### src/rtl/adc_channel_sequencer.sv
// Round-robin scan sequencer for the LTC2308 SPI core: drives start/channel/sleep, undoes the core's
// one-frame config pipeline and queues channel-tagged samples in a small valid/ready FIFO.
module adc_channel_sequencer #(
    parameter int unsigned FIFO_DEPTH    = 4,
    parameter int unsigned FRAME_CYCLES  = 80,
    parameter bit          SLEEP_ON_STOP = 1'b0
) (
    input  logic        clock,
    input  logic        reset_n,
    input  logic        enable,
    input  logic [7:0]  ch_mask,
    input  logic        diff_mode,
    input  logic        clear_ovf,
    output logic        adc_start,
    output logic        adc_sleep,
    output logic [3:0]  adc_channel,
    input  logic        adc_ready,
    input  logic [11:0] adc_data,
    output logic        out_valid,
    input  logic        out_ready,
    output logic [3:0]  out_channel,
    output logic [11:0] out_data,
    output logic        busy,
    output logic        overflow
);
    localparam int unsigned AW = (FIFO_DEPTH > 1) ? $clog2(FIFO_DEPTH) : 1;
    localparam int unsigned CW = $clog2(FRAME_CYCLES + 1);
    localparam logic [AW:0] DEPTH_C = (AW + 1)'(FIFO_DEPTH);
    localparam logic [CW-1:0] FRAME_C = CW'(FRAME_CYCLES);

    typedef enum logic [1:0] {S_IDLE = 2'd0, S_PRIME = 2'd1, S_RUN = 2'd2, S_DRAIN = 2'd3} state_t;

    state_t          state_q, state_d;
    logic [7:0]      mask_q, mask_d;
    logic            diff_q, diff_d;
    logic [2:0]      cur_ch_q, cur_ch_d;
    logic [2:0]      prev_ch_q, prev_ch_d;
    logic            prime_q, prime_d;
    logic [CW-1:0]   drain_cnt_q, drain_cnt_d;
    logic            drain_seen_q, drain_seen_d;
    logic            start_q, start_d;
    logic            sleep_q, sleep_d;
    logic            overflow_q, overflow_d;
    logic [AW:0]     wr_ptr_q, wr_ptr_d;
    logic [AW:0]     rd_ptr_q, rd_ptr_d;
    logic [15:0]     mem_q [FIFO_DEPTH];
    logic            frame_evt_s, emit_s, push_s, pop_s, full_s;
    logic [AW:0]     count_s;

    function automatic logic [2:0] lowest_set(input logic [7:0] m);
        logic [2:0] r;
        r = 3'd0;
        for (int i = 7; i >= 0; i--) begin
            if (m[i]) r = 3'(i);
        end
        return r;
    endfunction

    // Searching farthest-first leaves the nearest enabled successor; no other bit keeps cur.
    function automatic logic [2:0] next_ch(input logic [2:0] cur, input logic [7:0] m);
        logic [2:0] r;
        logic [2:0] c;
        r = cur;
        for (int k = 7; k >= 1; k--) begin
            c = cur + 3'(k);
            if (m[c]) r = c;
        end
        return r;
    endfunction

    // Next-state, frame-boundary bookkeeping and FIFO control.
    always_comb begin
        state_d      = state_q;
        mask_d       = mask_q;
        diff_d       = diff_q;
        cur_ch_d     = cur_ch_q;
        prev_ch_d    = prev_ch_q;
        prime_d      = prime_q;
        drain_cnt_d  = drain_cnt_q;
        drain_seen_d = drain_seen_q;
        start_d      = start_q;
        sleep_d      = sleep_q;

        frame_evt_s = adc_ready && ((state_q == S_PRIME) || (state_q == S_RUN) ||
                                    ((state_q == S_DRAIN) && !drain_seen_q));
        emit_s      = frame_evt_s && !prime_q;
        if (frame_evt_s) begin
            prev_ch_d = cur_ch_q;
            cur_ch_d  = next_ch(cur_ch_q, mask_q);
            prime_d   = 1'b0;
        end else begin
            prime_d   = prime_q;
        end

        case (state_q)
            S_IDLE: begin
                if (enable && (ch_mask != 8'd0)) begin
                    state_d  = S_PRIME;
                    mask_d   = ch_mask;
                    diff_d   = diff_mode;
                    cur_ch_d = lowest_set(ch_mask);
                    prime_d  = 1'b1;
                    start_d  = 1'b1;
                end else begin
                    start_d  = 1'b0;
                end
            end
            S_PRIME, S_RUN: begin
                if (!enable) begin
                    state_d      = S_DRAIN;
                    start_d      = 1'b0;
                    sleep_d      = SLEEP_ON_STOP;
                    drain_cnt_d  = FRAME_C;
                    drain_seen_d = 1'b0;
                end else if (adc_ready) begin
                    state_d      = S_RUN;
                end else begin
                    state_d      = state_q;
                end
            end
            S_DRAIN: begin
                if (adc_ready) begin
                    drain_seen_d = 1'b1;
                end else begin
                    drain_seen_d = drain_seen_q;
                end
                if (drain_cnt_q == '0) begin
                    state_d     = S_IDLE;
                    sleep_d     = 1'b0;
                end else begin
                    drain_cnt_d = drain_cnt_q - 1'b1;
                end
            end
            default: begin
                state_d = S_IDLE;
                start_d = 1'b0;
                sleep_d = 1'b0;
            end
        endcase

        count_s  = wr_ptr_q - rd_ptr_q;
        full_s   = (count_s == DEPTH_C);
        pop_s    = (count_s != '0) && out_ready;
        push_s   = emit_s && (!full_s || pop_s);
        wr_ptr_d = push_s ? (wr_ptr_q + 1'b1) : wr_ptr_q;
        rd_ptr_d = pop_s ? (rd_ptr_q + 1'b1) : rd_ptr_q;

        // A drop in the same cycle as clear_ovf must still leave the flag set.
        overflow_d = clear_ovf ? 1'b0 : overflow_q;
        if (emit_s && full_s && !pop_s) begin
            overflow_d = 1'b1;
        end else begin
            overflow_d = overflow_d;
        end
    end

    // Control and status registers.
    always_ff @(posedge clock or negedge reset_n) begin
        if (!reset_n) begin
            state_q      <= S_IDLE;
            mask_q       <= 8'd0;
            diff_q       <= 1'b0;
            cur_ch_q     <= 3'd0;
            prev_ch_q    <= 3'd0;
            prime_q      <= 1'b0;
            drain_cnt_q  <= '0;
            drain_seen_q <= 1'b0;
            start_q      <= 1'b0;
            sleep_q      <= 1'b0;
            overflow_q   <= 1'b0;
            wr_ptr_q     <= '0;
            rd_ptr_q     <= '0;
        end else begin
            state_q      <= state_d;
            mask_q       <= mask_d;
            diff_q       <= diff_d;
            cur_ch_q     <= cur_ch_d;
            prev_ch_q    <= prev_ch_d;
            prime_q      <= prime_d;
            drain_cnt_q  <= drain_cnt_d;
            drain_seen_q <= drain_seen_d;
            start_q      <= start_d;
            sleep_q      <= sleep_d;
            overflow_q   <= overflow_d;
            wr_ptr_q     <= wr_ptr_d;
            rd_ptr_q     <= rd_ptr_d;
        end
    end

    // Sample storage; the tag is the mode driven one frame before this sample returned.
    always_ff @(posedge clock or negedge reset_n) begin
        if (!reset_n) begin
            for (int i = 0; i < int'(FIFO_DEPTH); i++) begin
                mem_q[i] <= 16'd0;
            end
        end else if (push_s) begin
            mem_q[wr_ptr_q[AW-1:0]] <= {diff_q, prev_ch_q, adc_data};
        end
    end

    assign adc_start   = start_q;
    assign adc_sleep   = sleep_q;
    assign adc_channel = {diff_q, cur_ch_q};
    assign out_valid   = (count_s != '0);
    assign out_channel = mem_q[rd_ptr_q[AW-1:0]][15:12];
    assign out_data    = mem_q[rd_ptr_q[AW-1:0]][11:0];
    assign busy        = (state_q != S_IDLE);
    assign overflow    = overflow_q;

endmodule

### config.mk
export PLATFORM = sky130hd
export DESIGN_NAME = adc_channel_sequencer
export DESIGN_NICKNAME = d
export VERILOG_FILES = /design/src/rtl/adc_channel_sequencer.sv
export SDC_FILE = /design/constraint.sdc
export NUM_CORES = 1
export LEC_CHECK = 0
export BUFFER_PORTS_ARGS = -buffer_cell sky130_fd_sc_hd__buf_2
export CORE_ASPECT_RATIO = 0.6
export CORE_UTILIZATION = 59
export DETAILED_ROUTE_END_ITERATION = 16
export PLACE_DENSITY_LB_ADDON = 0.08
export SLEW_MARGIN = 20
export SYNTH_ARGS = -nofsm -noshare
export SYNTH_HDL_FRONTEND = slang
export SYNTH_SLANG_ARGS = --single-unit
### constraint.sdc
create_clock -name clock -period 3.67 [get_ports clock]
set_input_delay 0.1835 -clock clock [delete_from_list [all_inputs] [get_ports clock]]
set_output_delay 0.1835 -clock clock [all_outputs]
set_load 0.01 [all_outputs]
==> qor.txt <==
Outcome: finished, violations left
Failing checks: negative hold slack
Worst-case clock buffer depth: 2
Most frequent cells in the layout: 98 x dfrtp_1, 77 x mux2_2, 49 x buf_2
Share of layout cells above drive strength 1: 38.59%
CP Capture Type: flip-flop
M1 WL: 5.409 mm
Unrepaired setup endpoints after global routing: no
Startpoint Class: flip-flop
Final net count: 505
Grt total ovfl: 0
Slew margin rel.: 37.50%
Drt first pass iters: 4
Final period utilization: 72.28%
# rows: 26
Max-cap violations: 0
Total wire length: 11.03 mm
Synth Area in Compound Gates: 6.627%
Final Util: 68.71%
Met3 Wirelength: 910 µm
Fmax: 0.3770 GHz
Setup-failing EPs final: 0
Worst r2r src: cur_ch_q[1]$_DFF_PN0_
R2r worst-path depth: 8
Worst VDD drop: 432.4 µV
DRT iter0 DRCs: 251
Worst Path Required: 3.91 ns
Routed WL per cell: 18.99 µm
Syn. warnings: 0
Most common cell after layout, fill and taps aside: dfrtp_1
Seq cells post-synth: 98
Largest fanout on the critical path: 21
Largest net degree at the start of global routing: 75
Crit path kind: reg2reg
Met2 WL: 4.638 mm
Setup Fix Bufs, Post-CTS: 0
Worst slew pin tran: 0.9374 ns
Power Density: 1059 nW/µm²
LEAKAGE: 0.002655 µW
Synthesized area: 5324 µm²
Setup_tns: 0 ns
Min-delay worst type: in2async
Average size of a mapped cell: 12.68 µm²
Routed via count: 3557
CTS sink count: 98
Setup ws final: 1.017 ns
Highest Signal Layer: met4
Crit. Startpoint: cur_ch_q[1]$_DFF_PN0_
Chip Height: 75.58 µm
Final Hold Vio Count: 31
Main flop type after synthesis: dfrtp_1
Max-slew violations: 0
Post-synth EDFFs: 0
Worst reg2reg setup slack: 1.02 ns
Setup Slack @ Placement: 1.166 ns
Arrival time at the worst endpoint: 2.90 ns
Clock latency on the worst-skew pair: 0.35 ns
Main combinational cell family by area after synthesis: multiplexers
Vias in the first global route: 3401
Power Total: 6270 µW
Final min period: 2.653 ns
Root buf cell: clkbuf_16
GRT Overall Usage: 25.52%
Synth Area in XOR/XNOR: 2.139%
Reg2reg end: cur_ch_q[0]$_DFF_PN0_
Cells after Synth: 420
DRC: 0
Final Skew: 0.006797 ns
Count of hold-fix buffers inserted at cts: 0
Sequential share of the synthesized area: 46.06%
WHS: -0.03506 ns
Worst-path clk slew: 0.07 ns
Core Box Area: 8621 µm²
Mux share of post-synthesis cell area: 29.96%
TritonCTS clock tree: built
Resize count post-CTS: 0
Vias per cell: 6.122
Top Ports: 52
# port buffers: 50
Asr flop ratio synth: 100.0%
Number of buffers created by CTS: 9
Max H-tree Level: 3
Initial antenna violation count: 0
Die X-Extent: 124.6 µm
First-pass GRT wire length: 17.93 mm
Worst setup endpoint: cur_ch_q[0]$_DFF_PN0_
Remaining antenna violation count: 0
Hpwl dp: 7.520 mm
Placer congestion estimate: 0.8705
Simple-Gate Fraction of Synth Area: 8.719%
Library cells used by synthesis: 52
Full die area: 9420 µm²
Ant. Diodes: 0
Starting Density: 61.76%
Mapped Nets: 459
Area growth syn-to-layout: 11.26%
Post-synthesis adder-cell area fraction: 2.820%
## cell families (layout without fill, tap and decap cells)
group	Yosys count	in the layout
adder cells (fa/ha/maj)	12	12
flip-flops	98	98
AO/OA/AOI/OAI	53	53
XOR/XNOR	13	13
buffers and inverters	36	85
AND/OR/NAND/NOR	90	90
other	1	1
multiplexers	117	117
## state kept, by name, indices dropped and copies added (netlist names)
signal / flops
drain_seen_q: 1
mask_q: 8
drain_cnt_q: 7
prime_q: 1
mem_q: 64
overflow: 1
prev_ch_q: 3
adc_start: 1
cur_ch_q: 3
diff_q: 1
rd_ptr_q: 3
wr_ptr_q: 3
state_q: 2
## report_power, final
group          total, µW  internal, µW  leakage, µW  switching, µW
clock network        943           540     0.000137            403
registers           2020          1610      0.00120            413
logic               3300          1650      0.00132           1650
total               6270          3800      0.00265           2470
## final cells by class
cell class / instances / area, µm²
fill: 640 / 2698
multi-input combinational: 286 / 2680
sequential: 98 / 2452
timing repair buffer: 57 / 305.3
clock buffer: 10 / 239.0
tap: 112 / 140.1
clock inverter: 4 / 53.80
inverter: 14 / 52.55
## stage by stage
| step | cell area (µm²) | instances |
|---|---|---|
| floorplan | 5324 | 420 |
| global placement | 5630 | 567 |
| detailed placement | 5630 | 567 |
| CTS | 5923 | 581 |
| global route | 5923 | 581 |
| finish | 5923 | 581 |
## how the worst min path moves through the flow
stage,slack (ns),startpoint,endpoint
6_report,-0.04,reset_n,mem_q[51]$_DFFE_PN0P_
4_1_cts,0.002,reset_n,mem_q[51]$_DFFE_PN0P_
3_5_place_dp,0.37,reset_n,mem_q[51]$_DFFE_PN0P_
3_3_place_gp,0.37,reset_n,mem_q[51]$_DFFE_PN0P_
2_1_floorplan,-0.11,reset_n,adc_start$_DFFE_PN0P_
5_1_grt,0.002,clear_ovf,overflow$_DFFE_PN0P_
## critical path: stages, from the launching register on
cell,delay [ns]
dfrtp_1,0.34
buf_4,0.27
ha_1,0.38
xor2_1,0.35
mux2i_1,0.52
o21ai_0,0.15
a21oi_1,0.17
a31oi_1,0.07
a311oi_1,0.31
## cell usage after synthesis, types with 2 or more instances
library cell | n | share of area [%]
nand2b_1 | 3 | 0.35
nor4_1 | 4 | 0.47
nand3_1 | 7 | 0.66
or3_1 | 2 | 0.23
xnor2_1 | 10 | 1.6
o21ai_0 | 13 | 1.2
nor2_1 | 22 | 1.6
a21o_1 | 2 | 0.28
buf_2 | 3 | 0.28
mux4_2 | 26 | 11
buf_6 | 6 | 1.3
xor2_1 | 3 | 0.49
clkbuf_1 | 9 | 0.63
a22oi_1 | 2 | 0.28
buf_1 | 2 | 0.14
mux2_2 | 77 | 16
nand2_4 | 4 | 0.85
ha_1 | 12 | 2.8
a221oi_1 | 3 | 0.49
buf_4 | 2 | 0.28
and2_1 | 4 | 0.47
nor2b_1 | 6 | 0.71
o221ai_1 | 2 | 0.33
nand2_1 | 24 | 1.7
dfrtp_1 | 98 | 46
inv_1 | 14 | 0.99
nor3_1 | 9 | 0.85
mux2i_1 | 12 | 2.3
mux2_1 | 2 | 0.42
a21oi_1 | 12 | 1.1
a31oi_1 | 3 | 0.35
a311oi_1 | 2 | 0.33
## routing by layer
layer / up-vias / track usage, %
met5: - / 0
met2: 127 / 35.36
met3: 7 / 7.444
met1: 1786 / 38.49
li1: 1637 / -
met4: 0 / 8.568
Note: power is estimated with default switching activity, not from simulation.
